## src/rtl/memory_initiator_pkg.sv

```systemverilog
// Shared definitions for the memory initiator: MemoryInterface command codes,
// access sizes, controller states and request decode helpers.
package memory_initiator_pkg;

    localparam logic [3:0] CMD_NOP = 4'h0;
    localparam logic [3:0] CMD_RB  = 4'h1;
    localparam logic [3:0] CMD_RS  = 4'h2;
    localparam logic [3:0] CMD_RW  = 4'h3;
    localparam logic [3:0] CMD_WB  = 4'h4;
    localparam logic [3:0] CMD_WS  = 4'h5;
    localparam logic [3:0] CMD_WW  = 4'h6;
    localparam logic [3:0] CMD_HAW = 4'h7;
    localparam logic [3:0] CMD_DR  = 4'h8;

    typedef enum logic [1:0] {
        SIZE_BYTE    = 2'd0,
        SIZE_SHORT   = 2'd1,
        SIZE_WORD    = 2'd2,
        SIZE_ILLEGAL = 2'd3
    } mem_size_e;

    typedef enum logic [2:0] {
        ST_IDLE    = 3'd0,
        ST_WAITRDY = 3'd1,
        ST_ISSUE   = 3'd2,
        ST_RELEASE = 3'd3,
        ST_RESP    = 3'd4
    } mi_state_e;

    function automatic logic [3:0] cmd_encode(input logic write, input logic [1:0] size);
        logic [3:0] cmd;
        case ({write, size})
            3'b000:  cmd = CMD_RB;
            3'b001:  cmd = CMD_RS;
            3'b010:  cmd = CMD_RW;
            3'b100:  cmd = CMD_WB;
            3'b101:  cmd = CMD_WS;
            3'b110:  cmd = CMD_WW;
            default: cmd = CMD_NOP;
        endcase
        return cmd;
    endfunction

    function automatic logic req_is_illegal(input logic [1:0] size, input logic [1:0] addr_lo);
        logic bad;
        case (size)
            SIZE_BYTE:    bad = 1'b0;
            SIZE_SHORT:   bad = addr_lo[0];
            SIZE_WORD:    bad = (addr_lo != 2'b00);
            SIZE_ILLEGAL: bad = 1'b1;
            default:      bad = 1'b1;
        endcase
        return bad;
    endfunction

endpackage

```

## src/rtl/memory_initiator_if.sv

```systemverilog
// Core-side request/response channel and MemoryInterface bus channel used by
// the memory initiator.
interface memory_core_if;
    logic        reqValid;
    logic        reqReady;
    logic        reqWrite;
    logic [1:0]  reqSize;
    logic        reqSigned;
    logic [31:0] reqAddress;
    logic [31:0] reqData;
    logic        rspValid;
    logic [31:0] rspData;
    logic        rspError;

    modport master (
        output reqValid, reqWrite, reqSize, reqSigned, reqAddress, reqData,
        input  reqReady, rspValid, rspData, rspError
    );
    modport slave (
        input  reqValid, reqWrite, reqSize, reqSigned, reqAddress, reqData,
        output reqReady, rspValid, rspData, rspError
    );
endinterface

interface memory_bus_if;
    logic [3:0]  cCommand;
    logic [31:0] cAddress;
    logic [31:0] cData;
    logic        hReady;
    logic        hSignal;
    logic [31:0] hData;

    modport master (
        output cCommand, cAddress, cData,
        input  hReady, hSignal, hData
    );
    modport slave (
        input  cCommand, cAddress, cData,
        output hReady, hSignal, hData
    );
endinterface

```

## src/rtl/memory_load_extend.sv

```systemverilog
// Right-aligned read data to core width: byte/short are sign- or
// zero-extended, words pass straight through.
module memory_load_extend
    import memory_initiator_pkg::*;
(
    input  logic [1:0]  size_i,
    input  logic        signed_i,
    input  logic [31:0] hdata_i,
    output logic [31:0] data_o
);

    // Extension select by access size
    always_comb begin
        data_o = hdata_i;
        case (size_i)
            SIZE_BYTE:  data_o = {{24{signed_i & hdata_i[7]}}, hdata_i[7:0]};
            SIZE_SHORT: data_o = {{16{signed_i & hdata_i[15]}}, hdata_i[15:0]};
            default:    data_o = hdata_i;
        endcase
    end

endmodule

```

## src/rtl/memory_initiator.sv

```systemverilog
// Initiator end of the MemoryInterface protocol: one core load/store at a time,
// framed NOP -> CMD -> NOP on the bus, one response pulse back to the core.
module memory_initiator
    import memory_initiator_pkg::*;
#(
    parameter int unsigned TIMEOUT = 256
) (
    input logic          clock,
    input logic          reset,
    memory_core_if.slave core,
    memory_bus_if.master bus
);

    localparam int unsigned CNT_W = ($clog2(TIMEOUT + 1) > 9) ? $clog2(TIMEOUT + 1) : 9;

    mi_state_e   state_q, state_d;
    logic        write_q, write_d;
    logic [1:0]  size_q, size_d;
    logic        signed_q, signed_d;
    logic [31:0] addr_q, addr_d;
    logic [31:0] wdata_q, wdata_d;
    logic [31:0] rdata_q, rdata_d;
    logic        err_q, err_d;
    logic [CNT_W-1:0] cnt_q, cnt_d;
    logic [3:0]  cmd_q, cmd_d;
    logic [31:0] caddr_q, caddr_d;
    logic [31:0] cdata_q, cdata_d;
    logic        rsp_valid_q, rsp_valid_d;
    logic [31:0] rsp_data_q, rsp_data_d;
    logic        rsp_err_q, rsp_err_d;
    logic        timeout_s;
    logic [31:0] ext_s;

    memory_load_extend u_extend (
        .size_i   (size_q),
        .signed_i (signed_q),
        .hdata_i  (bus.hData),
        .data_o   (ext_s)
    );

    assign timeout_s = (TIMEOUT != 32'd0) && (cnt_q == CNT_W'(TIMEOUT - 32'd1));

    // Next-state, request latching and registered-output next values
    always_comb begin
        state_d  = state_q;
        write_d  = write_q;
        size_d   = size_q;
        signed_d = signed_q;
        addr_d   = addr_q;
        wdata_d  = wdata_q;
        rdata_d  = rdata_q;
        err_d    = err_q;
        cnt_d    = cnt_q;

        case (state_q)
            ST_IDLE: begin
                if (core.reqValid) begin
                    write_d  = core.reqWrite;
                    size_d   = core.reqSize;
                    signed_d = core.reqSigned;
                    addr_d   = core.reqAddress;
                    wdata_d  = core.reqData;
                    rdata_d  = 32'd0;
                    err_d    = req_is_illegal(core.reqSize, core.reqAddress[1:0]);
                    state_d  = err_d ? ST_RESP : ST_WAITRDY;
                end else begin
                    state_d = ST_IDLE;
                end
            end
            ST_WAITRDY: begin
                if (bus.hReady && !bus.hSignal) begin
                    state_d = ST_ISSUE;
                    cnt_d   = {CNT_W{1'b0}};
                end else begin
                    state_d = ST_WAITRDY;
                end
            end
            ST_ISSUE: begin
                if (bus.hSignal) begin
                    rdata_d = ext_s;
                    state_d = ST_RELEASE;
                end else if (timeout_s) begin
                    err_d   = 1'b1;
                    state_d = ST_RELEASE;
                end else if (cnt_q != {CNT_W{1'b1}}) begin
                    cnt_d = cnt_q + CNT_W'(1);
                end else begin
                    cnt_d = cnt_q;
                end
            end
            ST_RELEASE: begin
                // Wait for the responder to drop its completion flag
                if (!bus.hSignal) begin
                    state_d = ST_RESP;
                end else begin
                    state_d = ST_RELEASE;
                end
            end
            ST_RESP: state_d = ST_IDLE;
            default: state_d = ST_IDLE;
        endcase

        cmd_d = (state_d == ST_ISSUE) ? cmd_encode(write_d, size_d) : CMD_NOP;

        if ((state_q == ST_WAITRDY) && (state_d == ST_ISSUE)) begin
            caddr_d = addr_q;
            cdata_d = write_q ? wdata_q : 32'd0;
        end else begin
            caddr_d = caddr_q;
            cdata_d = cdata_q;
        end

        rsp_valid_d = (state_d == ST_RESP);
        if (state_d == ST_RESP) begin
            rsp_err_d  = err_d;
            rsp_data_d = (write_d || err_d) ? 32'd0 : rdata_d;
        end else begin
            rsp_err_d  = rsp_err_q;
            rsp_data_d = rsp_data_q;
        end
    end

    // State and output registers with synchronous reset
    always_ff @(posedge clock) begin
        if (reset) begin
            state_q     <= ST_IDLE;
            write_q     <= 1'b0;
            size_q      <= 2'd0;
            signed_q    <= 1'b0;
            addr_q      <= 32'd0;
            wdata_q     <= 32'd0;
            rdata_q     <= 32'd0;
            err_q       <= 1'b0;
            cnt_q       <= {CNT_W{1'b0}};
            cmd_q       <= CMD_NOP;
            caddr_q     <= 32'd0;
            cdata_q     <= 32'd0;
            rsp_valid_q <= 1'b0;
            rsp_data_q  <= 32'd0;
            rsp_err_q   <= 1'b0;
        end else begin
            state_q     <= state_d;
            write_q     <= write_d;
            size_q      <= size_d;
            signed_q    <= signed_d;
            addr_q      <= addr_d;
            wdata_q     <= wdata_d;
            rdata_q     <= rdata_d;
            err_q       <= err_d;
            cnt_q       <= cnt_d;
            cmd_q       <= cmd_d;
            caddr_q     <= caddr_d;
            cdata_q     <= cdata_d;
            rsp_valid_q <= rsp_valid_d;
            rsp_data_q  <= rsp_data_d;
            rsp_err_q   <= rsp_err_d;
        end
    end

    assign core.reqReady = (state_q == ST_IDLE) && !reset;
    assign core.rspValid = rsp_valid_q;
    assign core.rspData  = rsp_data_q;
    assign core.rspError = rsp_err_q;
    assign bus.cCommand  = cmd_q;
    assign bus.cAddress  = caddr_q;
    assign bus.cData     = cdata_q;

endmodule

```

## src/flat_wrapper.sv

```systemverilog
// flat-port wrapper written by rule: the top's interface ports become plain ports
module memory_initiator_flat import memory_initiator_pkg::*;
#(
    parameter int unsigned TIMEOUT = 256
)
  (clock, reset, core_reqValid, core_reqWrite, core_reqSize, core_reqSigned, core_reqAddress, core_reqData, core_reqReady, core_rspValid, core_rspData, core_rspError, bus_cCommand, bus_cAddress, bus_cData, bus_hReady, bus_hSignal, bus_hData);
  memory_core_if core_i ();
  memory_bus_if bus_i ();
  input logic clock;
  input logic reset;
  input wire logic [$bits(core_i.reqValid)-1:0] core_reqValid;
  input wire logic [$bits(core_i.reqWrite)-1:0] core_reqWrite;
  input wire logic [$bits(core_i.reqSize)-1:0] core_reqSize;
  input wire logic [$bits(core_i.reqSigned)-1:0] core_reqSigned;
  input wire logic [$bits(core_i.reqAddress)-1:0] core_reqAddress;
  input wire logic [$bits(core_i.reqData)-1:0] core_reqData;
  output wire logic [$bits(core_i.reqReady)-1:0] core_reqReady;
  output wire logic [$bits(core_i.rspValid)-1:0] core_rspValid;
  output wire logic [$bits(core_i.rspData)-1:0] core_rspData;
  output wire logic [$bits(core_i.rspError)-1:0] core_rspError;
  output wire logic [$bits(bus_i.cCommand)-1:0] bus_cCommand;
  output wire logic [$bits(bus_i.cAddress)-1:0] bus_cAddress;
  output wire logic [$bits(bus_i.cData)-1:0] bus_cData;
  input wire logic [$bits(bus_i.hReady)-1:0] bus_hReady;
  input wire logic [$bits(bus_i.hSignal)-1:0] bus_hSignal;
  input wire logic [$bits(bus_i.hData)-1:0] bus_hData;
  assign core_i.reqValid = core_reqValid;
  assign core_i.reqWrite = core_reqWrite;
  assign core_i.reqSize = core_reqSize;
  assign core_i.reqSigned = core_reqSigned;
  assign core_i.reqAddress = core_reqAddress;
  assign core_i.reqData = core_reqData;
  assign core_reqReady = core_i.reqReady;
  assign core_rspValid = core_i.rspValid;
  assign core_rspData = core_i.rspData;
  assign core_rspError = core_i.rspError;
  assign bus_cCommand = bus_i.cCommand;
  assign bus_cAddress = bus_i.cAddress;
  assign bus_cData = bus_i.cData;
  assign bus_i.hReady = bus_hReady;
  assign bus_i.hSignal = bus_hSignal;
  assign bus_i.hData = bus_hData;
  memory_initiator #(.TIMEOUT(TIMEOUT)) u_core (.clock(clock), .reset(reset), .core(core_i), .bus(bus_i));
endmodule
```

## config.mk

```make
export PLATFORM = sky130hd
export DESIGN_NAME = memory_initiator_flat
export DESIGN_NICKNAME = d
export VERILOG_FILES = /design/src/rtl/memory_initiator_pkg.sv /design/src/rtl/memory_initiator_if.sv /design/src/rtl/memory_load_extend.sv /design/src/rtl/memory_initiator.sv /design/src/flat_wrapper.sv
export SDC_FILE = /design/constraint.sdc
export NUM_CORES = 1
export LEC_CHECK = 0
export CORE_ASPECT_RATIO = 0.7
export CORE_MARGIN = 2
export CORE_UTILIZATION = 50
export CTS_BUF_LIST = sky130_fd_sc_hd__clkbuf_4
export DETAILED_ROUTE_END_ITERATION = 16
export GPL_TIMING_DRIVEN = 0
export PLACE_DENSITY = 0.88
export SETUP_SLACK_MARGIN = 0.2
export SYNTH_ARGS = -nofsm -noshare
export SYNTH_HDL_FRONTEND = slang
export SYNTH_SLANG_ARGS = --single-unit
```

## constraint.sdc

```tcl
create_clock -name clock -period 2.82 [get_ports clock]
set_input_delay 0.564 -clock clock [delete_from_list [all_inputs] [get_ports clock]]
set_output_delay 0.564 -clock clock [all_outputs]
set_load 0.01 [all_outputs]
```

======== Word-level counts from Yosys, hierarchy flattened ========
Cells that the tools add are included.
cells by class
  bitwise operators ....................... 3
  reductions and logical operators ........ 15
  equality and inequality tests ........... 20
  mux-type cells .......................... 30
  add/subtract/negate cells ............... 1
operator list
  operator               number
  $mux W32               4
  $pmux W32 S2           2
  $mux W9                4
  $pmux W3 S6            1
  $pmux W9 S2            1
  $mux W3                5
  $eq A3 B2 Y1 const B   4
  $eq A3 B3 Y1 const B   4
  $pmux W3 S4            1
  $add A9 B1 Y9 const B  1
  $eq A9 B8 Y1 const B   1
  $ne A9 B9 Y1 const B   1
  $mux W1                7
  $eq A3 B1 Y1 const B   2
  $logic_not A3 Y1       2
  $mux W2                3
  $reduce_and A5 Y1      1
  $eq A2 B1 Y1 const B   2
  $eq A2 B2 Y1 const B   2
  $logic_not A2 Y1       2
  $ne A2 B1 Y1 const B   2
  $ne A2 B2 Y1 const B   2
  $pmux W1 S4            1
  $reduce_bool A2 Y1     2
  other kinds (8)        12
word-level totals
  bits in registers ....................... 215
  bits of input ports ..................... 105
  output and inout port bits .............. 103
  word-level logic and storage cells ...... 84

======== Depth between registers and ports, before layout ========
Gate-level depths: netlist of the first run.
  word-level depth ........................ 10
  gate-level depth with buffers ........... 10
  depth with buffers taken out ............ 9

======== Hierarchy ========
A second synthesis of the first run with hierarchy kept.
second synthesis, totals
  cell total of the unflattened synthesis .. 899
  area total of the unflattened synthesis .. 7831.3 um^2
by module, submodules not included
  module              cells each  instances  area an instance (um^2)
  memory_initiator    833         1          7445.9
  memory_load_extend  66          1          385.4

======== Worst setup path after synthesis of the first run ========
No wires, ideal clock.
  path kind ............................... input port to flip-flop
  start point ............................. input port core_reqValid
  end point ............................... register u_core.rsp_data_q[10], in the netlist u_core.core.rspData[10]
  required time ........................... 2.703 ns
  stages on the path ...................... 8
  setup time .............................. 0.117 ns
  setup slack ............................. 0.692 ns
  arrival time ............................ 2.011 ns
  cell sequence ........................... or4b_4 buf_6 nor3_4 a211oi_2 and3_1 buf_6 buf_6 a22o_1
between the ends
  longest elaborated chain between the ends .. 4
RTL lines
  element                                                              RTL line                 RTL
  start: declaration                                                   flat_wrapper.sv:11       input wire logic [$bits(core_i.reqValid)-1:0] core_reqValid;
  parallel branches: the longest is 4 deep, another holds $pmux W3 S4  n/a
  end signal: assignment                                               memory_initiator.sv:155  rsp_data_q <= rsp_data_d;
  end: declaration                                                     memory_initiator.sv:29   logic [31:0] rsp_data_q, rsp_data_d;
Parallel ways; which one is timed is not known.
A chain may end at the register's enable or synchronous reset.

======== Worst setup path in the final report of the first run ========
  start point ............................. register u_core.state_q[2]
  end point ............................... register u_core.rsp_data_q[20], in the netlist u_core.core.rspData[20]
between the ends
  longest elaborated chain between the ends .. 4
RTL lines
  element                                                   RTL line                                          RTL
  start: declaration                                        memory_initiator.sv:16                            mi_state_e state_q, state_d;
  start signal: assignment                                  memory_initiator.sv:142                           state_q <= state_d;
  $mux W3, or another cell as far along                     memory_initiator.sv:82                            end else if (timeout_s) begin
  $mux W3, or another cell as far along                     memory_initiator.sv:79                            if (bus.hSignal) begin
  $pmux W3 S4 / $logic_or A1 B1 Y1 (equally long branches)  memory_initiator.sv:55, memory_initiator.sv:116
  $eq A3 B3 Y1 / $mux W32 (equally long branches)           memory_initiator.sv:114, memory_initiator.sv:116
Parallel ways exist; a longest one is shown, timed or not.

==> flow_metrics.py, run 1 <==
metrics = {
    "pwr": {
        "power.switching_w": 0.00159,
        "pwr-share-seq_pct": 49.9,
        "comb_power_share_pct": 9.5,
        "p_clk_share_pct": 40.6,
        "internal-power_w": 0.00472,
        "powerDensity_nw_per_um2": 591,
        "leakagePower_nw": 3.91,
        "ir_drop_mv": 0.276,
        "swShare_pct": 25.2,
    },
    "worst_setup_path": {
        "cp-start-kind": "flop",
        "path_depth": 5,
        "cpPeakStageDelay_ns": 0.65,
        "path_class": "flop to flop",
        "worst-path-buf-inv": 2,
        "cp_data_arrival_time_ns": 3.02,
        "slowest_stage": "nor3_1",
        "crit_fanout": 10,
        "cp_cell_sequence": "buf_2 > and3b_1 > nor3_1 > clkbuf_1 > a22o_1",
        "crit_family": "simple AND/OR/NAND/NOR gates",
        "worst_ep_required_time_ns": 3.36,
        "worstRegToRegCells": 5,
        "cp-end-kind": "flop",
    },
    "synthesis": {
        "ys_warn_count": 0,
        "synth_area_um2": 7710,
        "synth_top_area_share_pct": 55.5,
        "yosys.area_share.simple_pct": 19.4,
        "ys_seq_area_share_pct": 55.5,
        "synthArstFlopShare_pct": 0,
        "synthTopCellsByArea": "dfxtp_1 (56%), nand2_1 (12%), a21oi_1 (11%)",
        "ys_ff_latch": 214,
        "syn_nets": 1005,
        "synthTopCellsByCount": "nand2_1 (244), dfxtp_1 (214), a21oi_1 (173), clkbuf_1 (46), a22o_1 (36)",
        "synth_cells": 897,
        "yosys.cell_count.top_type": "nand2_1",
        "synth_top_family_by_area": "simple AND/OR/NAND/NOR gates",
        "postSynthAreaPerCell_um2": 8.60,
        "yosysTopAreaCell": "dfxtp_1",
        "synth-main-ff-cell": "dfxtp_1",
        "synth_xor_area_share_pct": 0.681,
        "synth_fa_ha_area_share_pct": 0.487,
        "yosysUniqueCellTypes": 44,
        "synthMuxAreaShare_pct": 1.23,
        "synth_edf_count": 0,
        "synth-compound-area-share_pct": 18.3,
    },
    "clock_tree": {
        "cts_tree": "built",
        "numCtsBuffers": 49,
        "path_clk_slew_ns": 0.07,
        "cts-hold-fix-buffers": 0,
        "cts_setup_buffers": 0,
        "clockBufferDepth": 3,
        "cts_num_sinks": 214,
        "cts-root-buf": "clkbuf_4",
        "cts_resized": 2,
        "worstSkewPairLatency_ns": 0.62,
        "ctsHtreeMaxLevel": 2,
    },
    "global_routing": {
        "grt_pass1_wl_mm": 35.6,
        "grt_pass1_vias": 7276,
        "globalRouteOverflowTotal": 0,
        "grt_max_degree": 13,
        "antenna_found_initial": 0,
        "gr-usage-all-layers_pct": 26.7,
    },
    "cells_and_area": {
        "antennaDiodeCount": 0,
        "fin_area_um2": 10700,
        "area_delta_synth_final_pct": 38.3,
        "drive_gt1_share_pct": 8.98,
        "nNetsFinal": 1260,
    },
    "timing": {
        "fmax_ghz": 0.403,
        "worst_slew_pin_slew_ns": 0.977,
        "setup_viol_count_final": 0,
        "period_needed_ns": 2.48,
        "maxSlewViolCount": 0,
        "hold_ws_ns": 0.387,
        "rsz0062_at_grt": "false",
        "fin_crit_sh_pct": 88.0,
        "slew_headroom_pct": 34.4,
        "clock_skew_ns": 0.0366,
        "hold_viol": 0,
    },
    "floorplanning": {
        "die_x_um": 152,
        "io_pins": 208,
        "start_util_pct": 51.7,
        "die-height_um": 108,
        "coreArea_um2": 14900,
        "dieArea_um2": 16500,
        "rows": 37,
    },
    "routing": {
        "viasPerCell": 5.38,
        "drc": 0,
        "ant_nets": 0,
        "drtIter0Drc": 651,
        "via_count": 7463,
        "wl_per_cell_um": 16.5,
        "first_pass_iters": 5,
        "drt-total-wl_mm": 22.9,
    },
    "worst_hold_path": {
        "min_path_type": "primary input to flop",
        "hold_depth": 2,
    },
    "place": {
        "postPlaceCellArea_um2": 10000,
        "gp_congestion": 0.848,
        "dp_hpwl_mm": 16.0,
        "io_buffers": 204,
    },
    "status": {
        "outcome": "finished clean",
    },
    "run": {
        "maxCapViolCount": 0,
    },
}
==> metal layers <==
metal	share of wire [%]	vias up	global-route usage, %	routed length [µm]
met1	45	3505	36.3	10300
met5	0	-	0	0
met3	8.6	42	7.05	1980
met2	44	331	42.4	10100
met4	1.9	0	7.41	430
li1	-	3585	-	-
==> cell type report <==
type                            instances  area (µm²)
Multi-Input combinational cell        609        3110
Inverter                                2        7.51
Clock inverter                         11        68.8
Timing Repair Buffer                  204        2040
Sequential cell                       214        4280
Tap cell                              195         244
Clock buffer                           79         593
Buffer                                 72         322
Fill cell                            1142        4240
==> sequential cells by signal, summed over array words and instances (netlist names) <==
name	count
u_core.bus.cAddress	32
u_core.size_q	2
u_core.addr_q	32
u_core.err_q	1
u_core.rdata_q	32
u_core.bus.cData	32
u_core.wdata_q	32
u_core.cnt_q	9
u_core.state_q	3
u_core.core.rspError	1
u_core.signed_q	1
u_core.core.rspValid	1
u_core.bus.cCommand	3
u_core.core.rspData	32
u_core.write_q	1
==> layout by cell type, fill, tap and decap left out, types with 18 or more instances in the layout <==
cell type        synthesis  final
nand2_1                244    244
dfxtp_1                214    214
clkdlybuf4s50_1          0    203
a21oi_1                173    173
clkbuf_4                 0     79
clkbuf_1                46     45
a22o_1                  36     36
nand3_1                 35     35
nor2_1                  28     28
o21ai_0                 18     18
==> worst reg2reg max path: stages (launching register included) <==
cell,delay [ns]
dfxtp_1,0.50
buf_2,0.28
and3b_1,0.24
nor3_1,0.65
clkbuf_1,0.51
a22o_1,0.25
==> final timing paths <==
check	from	endpoint	slack, ns
setup / recovery	u_core.state_q[2]	u_core.core.rspData[20]	0.34
setup reg to reg	u_core.state_q[2]	u_core.core.rspData[20]	0.34
hold / removal	reset	u_core.state_q[1]	0.39
hold reg to reg	u_core.addr_q[16]	u_core.bus.cAddress[16]	0.45
==> cells by family after synthesis <==
group,after synthesis
buffers and inverters,74
XOR/XNOR,6
AO/OA/AOI/OAI,243
adder cells (fa/ha/maj),3
AND/OR/NAND/NOR,347
other,1
flip-flops,214
multiplexers,9
==> power by group through the flow <==
stage	Clock, W	Combinational [W]	Sequential (W)
6_report	0.00256	0.000599	0.00315
5_1_grt	0.00276	0.000650	0.00316
4_1_cts	0.00260	0.000591	0.00315
3_5_place_dp	0	0.000586	0.00322
3_3_place_gp	0	0.000575	0.00321
2_1_floorplan	0	0.000307	0.00321
==> per-stage QoR <==
stage                     power, W  setup TNS (ns)  utilization, %  setup slack [ns]  std cells
final                      0.00631               0            71.6             0.338       1386
after global routing       0.00657               0            71.6             0.231       1386
after CTS                  0.00634               0            71.6             0.228       1386
after detailed placement   0.00380           -8.56            67.1            -0.310       1296
after global placement     0.00379           -6.98            67.1            -0.267       1296
after floorplan            0.00352               0               -             0.692        897
Note: power is estimated with default switching activity, not from simulation.
==> inputs of run 2 (changes only) <==
CORE_UTILIZATION = 27   (was 50)
PLACE_DENSITY = 0.56   (was 0.88)
SKIP_CTS_REPAIR_TIMING = 1   (was not set)
==> run 2 against run 1 <==
Effect of this change:
- worst hold slack worse by 0.015 ns
- setup slack better by 0.039 ns
- fmax is 1.6% higher
- register-to-register slack better by 0.04 ns
- critical path depth stayed put
- flip-flop and latch count stayed put
- wire length is 10% higher
- critical endpoint is now u_core.core.rspData[9]
- largest cell class unchanged
==> flow_metrics.py, run 2 (synthesized netlist as in run 1, its figures left out) <==
metrics = {
    "worst_hold_path": {
        "hold_start": "reset",
        "hold_depth": 2,
        "min_to": "u_core.state_q[1]",
        "min_path_type": "primary input to flop",
    },
    "timing": {
        "slew_headroom_pct": 38.4,
        "fmax_ghz": 0.409,
        "period_needed_ns": 2.44,
        "fin_crit_sh_pct": 86.6,
        "maxSlewViolCount": 0,
        "setup_viol_count_final": 0,
        "rsz0062_at_grt": "false",
        "hold_viol": 0,
        "hold_ws_ns": 0.372,
        "clock_skew_ns": 0.0402,
        "fin_ws_ns": 0.377,
        "tns_ns": 0,
        "worst_slew_pin_slew_ns": 0.924,
    },
    "routing": {
        "met2WireLength_mm": 10.2,
        "first_pass_iters": 5,
        "viasPerCell": 4.62,
        "top_layer": "met4",
        "via_count": 7219,
        "drt-total-wl_mm": 25.3,
        "wl_met1_mm": 12.4,
        "drc": 0,
        "met3WireLength_mm": 2.24,
        "wl_per_cell_um": 16.2,
        "drtIter0Drc": 349,
        "ant_nets": 0,
    },
    "pwr": {
        "swShare_pct": 26.0,
        "internal-power_w": 0.00467,
        "power.switching_w": 0.00164,
        "pwr-share-seq_pct": 49.9,
        "ir_drop_mv": 0.228,
        "comb_power_share_pct": 9.7,
        "powerDensity_nw_per_um2": 579,
        "leakagePower_nw": 3.94,
        "p_clk_share_pct": 40.4,
    },
    "worst_setup_path": {
        "path_class": "flop to flop",
        "worst-path-buf-inv": 1,
        "r2r_end": "u_core.core.rspData[9]",
        "cp-end-kind": "flop",
        "cp_cell_sequence": "buf_6 > nor4b_4 > mux2i_2 > nand3_1 > o41ai_1",
        "crit_fanout": 10,
        "r2r-start": "u_core.state_q[0]",
        "worst_ep_required_time_ns": 3.38,
        "worstRegToRegCells": 5,
        "cp-start-kind": "flop",
        "cp_data_arrival_time_ns": 3.00,
        "reg2reg_slack_ns": 0.38,
        "crit_family": "simple AND/OR/NAND/NOR gates",
        "slowest_stage": "nor4b_4",
        "cpPeakStageDelay_ns": 0.65,
    },
    "floorplanning": {
        "dieArea_um2": 30000,
        "die-height_um": 145,
        "start_util_pct": 27.6,
        "die_x_um": 206,
        "coreArea_um2": 27900,
        "io_pins": 208,
        "rows": 51,
    },
    "global_routing": {
        "globalRouteOverflowTotal": 0,
        "grt_pass1_vias": 6962,
        "gr-usage-all-layers_pct": 16.5,
        "grt_pass1_wl_mm": 38.6,
        "grt_max_degree": 14,
        "antenna_found_initial": 1,
    },
    "clock_tree": {
        "cts_tree": "built",
        "path_clk_slew_ns": 0.06,
        "worstSkewPairLatency_ns": 0.67,
        "cts_num_sinks": 214,
        "numCtsBuffers": 54,
        "cts-root-buf": "clkbuf_4",
        "clockBufferDepth": 3,
        "ctsHtreeMaxLevel": 2,
    },
    "status": {
        "outcome": "finished clean",
    },
    "cells_and_area": {
        "drive_gt1_share_pct": 9.56,
        "nNetsFinal": 1266,
        "fin_area_um2": 10900,
        "layout_commonest_cell": "nand2_1",
        "layout.area.seq_um2": 4280,
        "final.fill_count": 2921,
        "final_cell_mix": "nand2_1 (244), dfxtp_1 (214), clkdlybuf4s50_1 (203)",
        "area_delta_synth_final_pct": 41.3,
        "multi_input_area_um2": 3120,
    },
    "place": {
        "dp_hpwl_mm": 18.1,
        "gp_congestion": 0.800,
        "post-place-ws_ns": -0.327,
        "postPlaceCellArea_um2": 10200,
        "io_buffers": 204,
    },
    "run": {
        "maxCapViolCount": 0,
    },
}
[run 2: metal layers]
metal,GRT usage [%],vias up
li1,-,3597
met1,24.0,3342
met2,22.8,243
met4,4.96,0
met3,5.71,37
met5,0,-
[run 2: power by group through the flow]
| stage | logic (W) | clock network, W | registers, W |
|---|---|---|---|
| 2_1_floorplan | 0.000307 | 0 | 0.00321 |
| 3_3_place_gp | 0.000608 | 0 | 0.00321 |
| 3_5_place_dp | 0.000613 | 0 | 0.00322 |
| 4_1_cts | 0.000617 | 0.00266 | 0.00315 |
| 5_1_grt | 0.000678 | 0.00282 | 0.00316 |
| 6_report | 0.000613 | 0.00255 | 0.00315 |
[run 2: worst register-to-register path, cell delays in order, from the launching register on]
cell and delay [ns]:
dfxtp_1 0.31, buf_6 0.14, nor4b_4 0.66, mux2i_2 0.52, nand3_1 0.29, o41ai_1 0.42
[run 2: worst max path at each step]
| stage | startpoint | endpoint | cells past startpoint |
|---|---|---|---|
| global route | u_core.state_q[0] | u_core.core.rspData[12] | 5 |
| global placement | core_reqAddress[0] | u_core.core.rspData[12] | 7 |
| CTS | reset | core_reqReady | 5 |
| detailed placement | core_reqAddress[0] | u_core.core.rspData[20] | 6 |
| floorplan | core_reqValid | u_core.core.rspData[10] | 8 |
| finish | u_core.state_q[0] | u_core.core.rspData[9] | 5 |
[run 2: stage by stage]
step	power [W]	cells	utilization [%]
2_1_floorplan	0.00352	897	-
6_report	0.00631	1564	39.0
5_1_grt	0.00666	1564	39.0
4_1_cts	0.00643	1563	38.9
3_5_place_dp	0.00383	1473	36.6
3_3_place_gp	0.00382	1472	36.6
[run 2: area by class of cell]
| class | instances | share of cell area, % |
|---|---|---|
| Inverter | 2 | 0.0689 |
| Clock inverter | 8 | 0.298 |
| Antenna cell | 1 | 0.0230 |
| Tap cell | 371 | 4.26 |
| Multi-Input combinational cell | 609 | 28.6 |
| Buffer | 72 | 2.97 |
| Sequential cell | 214 | 39.3 |
| Clock buffer | 82 | 5.65 |
| Timing Repair Buffer | 205 | 18.8 |
